### config.mk
export PLATFORM = sky130hd
export DESIGN_NAME = cpu6_memstage
export DESIGN_NICKNAME = d
export VERILOG_FILES = /design/src/rtl/cpu6_memstage.sv
export SDC_FILE = /design/constraint.sdc
export NUM_CORES = 1
export LEC_CHECK = 0
export ABC_CLOCK_PERIOD_IN_PS = 4090
export BUFFER_PORTS_ARGS = -buffer_cell sky130_fd_sc_hd__buf_2
export CAP_MARGIN = 15
export CORE_MARGIN = 1
export CORE_UTILIZATION = 35
export CTS_BUF_LIST = sky130_fd_sc_hd__clkbuf_8
export DETAILED_ROUTE_END_ITERATION = 10
export SLEW_MARGIN = 20
export SYNTH_ARGS = -nofsm -noshare
export SYNTH_HDL_FRONTEND = slang
export SYNTH_SLANG_ARGS = --single-unit
### constraint.sdc
create_clock -name clk -period 4.09 [get_ports clk]
set_input_delay 0.2045 -clock clk [delete_from_list [all_inputs] [get_ports clk]]
set_output_delay 0.2045 -clock clk [all_outputs]
set_load 0.02 [all_outputs]
### src/rtl/cpu6_memstage.sv
// cpu6 MEM stage: load/store sequencing on a req/ack data bus with lane steering
// and load extension; non-memory results pass straight through to MEM/WB.
module cpu6_memstage #(
    parameter int XLEN        = 64,
    parameter int RFIDX_WIDTH = 5
) (
    input  logic                   clk,
    input  logic                   reset,
    input  logic                   memreadE2M,
    input  logic                   memwriteE2M,
    input  logic [2:0]             funct3E2M,
    input  logic [XLEN-1:0]        aluresE2M,
    input  logic [XLEN-1:0]        wdataE2M,
    input  logic                   regwriteE2M,
    input  logic [RFIDX_WIDTH-1:0] writeregE2M,
    input  logic                   flushM,
    output logic                   regwriteM,
    output logic [RFIDX_WIDTH-1:0] writeregM,
    output logic [XLEN-1:0]        rdM,
    output logic                   stallM,
    output logic                   excM,
    output logic                   dbus_req,
    output logic                   dbus_we,
    output logic [XLEN-1:0]        dbus_addr,
    output logic [XLEN-1:0]        dbus_wdata,
    output logic [XLEN/8-1:0]      dbus_wstrb,
    input  logic                   dbus_ack,
    input  logic [XLEN-1:0]        dbus_rdata,
    input  logic                   dbus_err
);

    localparam int STRB_W = XLEN / 8;
    localparam int OFF_W  = $clog2(STRB_W);

    localparam logic [1:0] IDLE  = 2'd0;
    localparam logic [1:0] BUSY  = 2'd1;
    localparam logic [1:0] DONE  = 2'd2;
    localparam logic [1:0] DRAIN = 2'd3;

    logic [1:0]             state, state_nx;
    logic [XLEN-1:0]        addr_q, wdata_q, rdata_q;
    logic [2:0]             funct3_q;
    logic                   we_q, regwrite_q, err_q;
    logic [RFIDX_WIDTH-1:0] writereg_q;

    logic                   memop, misaligned, illegal, start;
    logic [OFF_W-1:0]       off_q;
    logic [XLEN-1:0]        shifted, load_fmt, wdata_rep;
    logic [STRB_W-1:0]      size_mask;

    assign memop = (memreadE2M | memwriteE2M) & ~flushM;
    assign off_q = addr_q[OFF_W-1:0];

    always_comb begin
        misaligned = 1'b0;
        case (funct3E2M[1:0])
            2'b01:   misaligned = aluresE2M[0];
            2'b10:   misaligned = |aluresE2M[1:0];
            2'b11:   misaligned = |aluresE2M[2:0];
            default: misaligned = 1'b0;
        endcase
    end

    assign illegal = (funct3E2M == 3'b111) | (memwriteE2M & funct3E2M[2]);
    assign start   = (state == IDLE) & memop & ~misaligned & ~illegal;

    // Load data is shifted down to its byte offset before size/sign handling.
    assign shifted = dbus_rdata >> {off_q, 3'b000};

    always_comb begin
        load_fmt = shifted;
        case (funct3_q)
            3'b000:  load_fmt = {{(XLEN-8){shifted[7]}},   shifted[7:0]};
            3'b001:  load_fmt = {{(XLEN-16){shifted[15]}}, shifted[15:0]};
            3'b010:  load_fmt = {{(XLEN-32){shifted[31]}}, shifted[31:0]};
            3'b100:  load_fmt = {{(XLEN-8){1'b0}},  shifted[7:0]};
            3'b101:  load_fmt = {{(XLEN-16){1'b0}}, shifted[15:0]};
            3'b110:  load_fmt = {{(XLEN-32){1'b0}}, shifted[31:0]};
            default: load_fmt = shifted;
        endcase
        if (we_q) load_fmt = '0;
    end

    always_comb begin
        wdata_rep = wdata_q;
        size_mask = '1;
        case (funct3_q[1:0])
            2'b00: begin
                wdata_rep = {STRB_W{wdata_q[7:0]}};
                size_mask = STRB_W'(1);
            end
            2'b01: begin
                wdata_rep = {(STRB_W/2){wdata_q[15:0]}};
                size_mask = STRB_W'(3);
            end
            2'b10: begin
                wdata_rep = {(STRB_W/4){wdata_q[31:0]}};
                size_mask = STRB_W'(15);
            end
            default: begin
                wdata_rep = wdata_q;
                size_mask = '1;
            end
        endcase
    end

    // A flush while the bus is busy cannot abort the access, so DRAIN waits out the ack.
    always_comb begin
        state_nx = state;
        case (state)
            IDLE:    state_nx = start ? BUSY : IDLE;
            BUSY: begin
                if (dbus_ack)    state_nx = flushM ? IDLE : DONE;
                else if (flushM) state_nx = DRAIN;
            end
            DONE:    state_nx = IDLE;
            DRAIN:   state_nx = dbus_ack ? IDLE : DRAIN;
            default: state_nx = IDLE;
        endcase
    end

    always_ff @(posedge clk or negedge reset) begin
        if (!reset) begin
            state      <= IDLE;
            addr_q     <= '0;
            wdata_q    <= '0;
            rdata_q    <= '0;
            funct3_q   <= '0;
            we_q       <= 1'b0;
            regwrite_q <= 1'b0;
            err_q      <= 1'b0;
            writereg_q <= '0;
        end else begin
            state <= state_nx;
            if (start) begin
                addr_q     <= aluresE2M;
                wdata_q    <= wdataE2M;
                funct3_q   <= funct3E2M;
                we_q       <= memwriteE2M;
                regwrite_q <= regwriteE2M;
                writereg_q <= writeregE2M;
            end
            if (state == BUSY && dbus_ack) begin
                rdata_q <= load_fmt;
                err_q   <= dbus_err;
            end
        end
    end

    // Outputs are forced low while reset is held, including the combinational paths.
    always_comb begin
        regwriteM  = 1'b0;
        writeregM  = '0;
        rdM        = '0;
        stallM     = 1'b0;
        excM       = 1'b0;
        dbus_req   = 1'b0;
        dbus_we    = 1'b0;
        dbus_addr  = '0;
        dbus_wdata = '0;
        dbus_wstrb = '0;
        if (reset) begin
            case (state)
                IDLE: begin
                    writeregM = writeregE2M;
                    rdM       = aluresE2M;
                    if (memop) begin
                        excM   = misaligned | illegal;
                        stallM = ~(misaligned | illegal);
                    end else begin
                        regwriteM = regwriteE2M & ~flushM;
                    end
                end
                BUSY, DRAIN: begin
                    stallM     = 1'b1;
                    writeregM  = writereg_q;
                    dbus_req   = 1'b1;
                    dbus_we    = we_q;
                    dbus_addr  = {addr_q[XLEN-1:OFF_W], {OFF_W{1'b0}}};
                    dbus_wdata = wdata_rep;
                    dbus_wstrb = we_q ? (size_mask << off_q) : '0;
                end
                DONE: begin
                    writeregM = writereg_q;
                    rdM       = rdata_q;
                    if (err_q) excM = 1'b1;
                    else       regwriteM = regwrite_q & ~we_q;
                end
                default: ;
            endcase
        end
    end

endmodule

==> run summary <==
area grow syn2layout: 37.1%
M2 GR Usage: 43.8%
Routed Antenna Nets: 0
# clock sinks: 205
FF-to-FF Start: addr_q[2]$_DFFE_PN0P_
final slew viol count: 0
RSZ-0062 raised after global routing: no
relative slew slack: 32.7%
Compound-Gate Fraction of Synth Area: 12.5%
vias in the first global route: 11800
global-route wire length before repair: 69700 um
simple-gate share of the synthesized area: 13.9%
Reg clk slew, reported paths: 50 ps
# Post-CTS Setup Buffers: 0
CTS tree: yes
vias per inst: 5.20
Nets: 1966
critical path fanouts, max: 41
skew final: 17.4 ps
register area: 0.00514 sq mm
cts hold-fix bufs: 144
DIE WIDTH: 190 um
post-cts sizing count: 0
HPWL after detailed placement: 33100 um
Final Hold Viols: 0
top_reg_cell synth: dfrtp_1
Worst-Skew Late Latency: 560 ps
setup_tns: 0 ps
sequential area share after synthesis: 41.4%
Post-synth ARST share: 100%
cell area after synthesis: 0.0124 sq mm
critical path type: register to output port
CP required: 3890 ps
nature of the critical path endpoint: output port
Initial Util: 35.7%
share of cells above drive strength 1: 38.2%
Port-buffer cells: 414
average routed wire per standard cell: 20.8 um
worst slew pin tran: 1010 ps
number of buffers created by CTS: 41
multi-input logic area: 0.00667 sq mm
Setup crit end: rdM[19]
dpl cells: 2026
num rows: 68
status: finished, final reports clean
FF-to-FF setup slack: 1190 ps
DRC errors left: 0
crit path time final: 3340 ps
met1 Usage GRT: 30.9%
startpoint types: register
initial antenna violation count: 4
YS warnings: 0
Post-Route WL: 46800 um
Worst Path Arrival: 3140 ps
Unique masters post-synth: 47
gpl congestion: 0.882
post-synthesis mux area share: 27.1%
Vias: 11700
fin crit share: 81.7%
power per standard cell area: 534 mW/mm^2
GRT Total Usage: 25.3%
clk buf depth: 3
final setup vio count: 0
XOR/XNOR Fraction of Synth Area: 0.0707%
Die Ht: 190 um
adder and majority gate portion of the synthesized area: 0%
IO Pins: 418
Leakage: 8.38 nW
Fillers: 3287
flops & latches, synth: 205
Post-synth EDFFs: 0
root buf cell: clkbuf_8
crit path from: state[0]$_DFFE_PN0P_
largest net degree at the start of global routing: 167
CORE AREA: 0.0347 sq mm
# H-tree levels: 2
die area: 0.0362 sq mm
Most Used Layer, Global Route: met2
largest family of logic cells by synthesized area: multiplexers
Post-Syn Instances: 1254
FF-to-FF End: rdata_q[59]$_DFFE_PN0P_
drt first-iter violations: 684
Pre-Repair DR Iteration Count: 6
final cell count without fillers: 2247
M3 GR Usage: 5.68%
Hold Crit Class: primary input to register
FMAX: 299 MHz
Peak VDD IR: 0.314 mV
Max-cap violations: 0
worst r2r path cells: 5
gr ovfl total: 0
Mean Syn Cell Area: 9.88 sq um
metrics by stage:
stage               area (sq um)  utilization, %  power, mW  hold slack (ps)  setup slack [ps]
finish                     17000            48.9       9.08             44.5               750
global route               17000            48.9       9.63             15.0               567
CTS                        17000            48.9       9.12             4.09               773
detailed placement         14700            42.2       6.74              129              1180
global placement           14700            42.2       6.65              126              1240
floorplan                  12400               -       5.63            -91.1              1820
kinds of logic after synthesis:
| kind of cell | Yosys count |
|---|---|
| XOR/XNOR | 1 |
| AND/OR/NAND/NOR | 374 |
| AO/OA/AOI/OAI | 245 |
| other | 1 |
| flip-flops | 205 |
| buffers and inverters | 125 |
| multiplexers | 303 |
synth_stat cells (all sizes together) (2+ instances only):
cell     instances  share of area [%]
and2             9               0.45
nand2b           3               0.15
a22oi            2               0.12
a211oi          32                1.9
clkbuf          65                2.0
nor2b           16               0.81
buf             54                2.8
a221o            7               0.57
nor3             4               0.20
o211ai          22                1.3
inv              5               0.15
nand4            2               0.10
o22a             8               0.57
dfrtp          205                 41
a2bb2oi          7               0.49
o21ai           70                2.8
a31oi           10               0.50
mux2           162                 15
a21boi           6               0.36
or2              5               0.25
nor2           128                3.9
o21a            17                1.0
mux4            10                1.8
and3            69                3.5
nand2          124                3.8
nand3            3               0.12
a21oi           59                2.4
nand3b           8               0.48
mux2i          131                 11
final cells by class:
cell class / instances / area share (%)
sequential: 205 / 30.3
inverter: 6 / 0.133
clock buffer: 57 / 4.62
clock inverter: 15 / 0.516
antenna: 5 / 0.0737
multi-input combinational: 926 / 39.3
tap: 455 / 3.35
timing repair buffer: 578 / 21.8
metal layers:
metal,wire length (um),part of all wire [%]
met1,19300,41
met4,1240,2.7
met2,23100,49
met5,27,0.058
met3,3150,6.7
power breakdown:
| group | internal [mW] | leakage, nW | switching (mW) |
|---|---|---|---|
| Combinational | 1.55 | 5.38 | 1.78 |
| Clock | 1.29 | 0.492 | 0.935 |
| Sequential | 2.77 | 2.51 | 0.753 |
| Total | 5.62 | 8.38 | 3.46 |
cell usage in the layout (no fill, tap or decap), types with 4 or more instances in the layout:
cell type / n
o211ai_1: 22
clkbuf_8: 57
dfrtp_1: 198
o21a_1: 17
diode_2: 5
buf_4: 18
a2bb2oi_1: 7
mux2_2: 162
or2_2: 4
a31oi_1: 10
a211oi_1: 32
mux4_2: 10
nor2_1: 127
and3_1: 69
nand3b_1: 8
a221o_1: 7
mux2i_1: 131
nand2_1: 123
a21oi_1: 59
dfrtp_2: 6
buf_2: 413
inv_1: 17
o21ai_0: 40
a21boi_0: 6
dlygate4sd3_1: 144
and2_1: 9
o21ai_1: 30
o22a_1: 8
nor2b_1: 16
worst min-delay path by stage:
stage          slack (ps)  cells after the start                      end      startpoint
3_3_place_gp          130                      1   addr_q[56]$_DFFE_PN0P_           reset
3_5_place_dp          130                      1   addr_q[56]$_DFFE_PN0P_           reset
4_1_cts                 4                      3  rdata_q[61]$_DFFE_PN0P_  dbus_rdata[61]
6_report               40                      3  rdata_q[59]$_DFFE_PN0P_  dbus_rdata[59]
2_1_floorplan         -90                      0    addr_q[0]$_DFFE_PN0P_           reset
5_1_grt                20                      3  rdata_q[61]$_DFFE_PN0P_  dbus_rdata[61]
worst max-delay path, cell delays in order, from the launching register on:
cell	delay, ps
dfrtp_2	880
inv_1	230
nand2_2	710
buf_4	430
nor2_1	110
buf_2	170
flip-flops by register name, indices dropped and copies added (netlist names), 2 cells and up:
name and cells:
rdata_q 64, writereg_q 5, state 2, wdata_q 64
addr_q 64, funct3_q 3
Note: power is estimated with default switching activity, not from simulation.
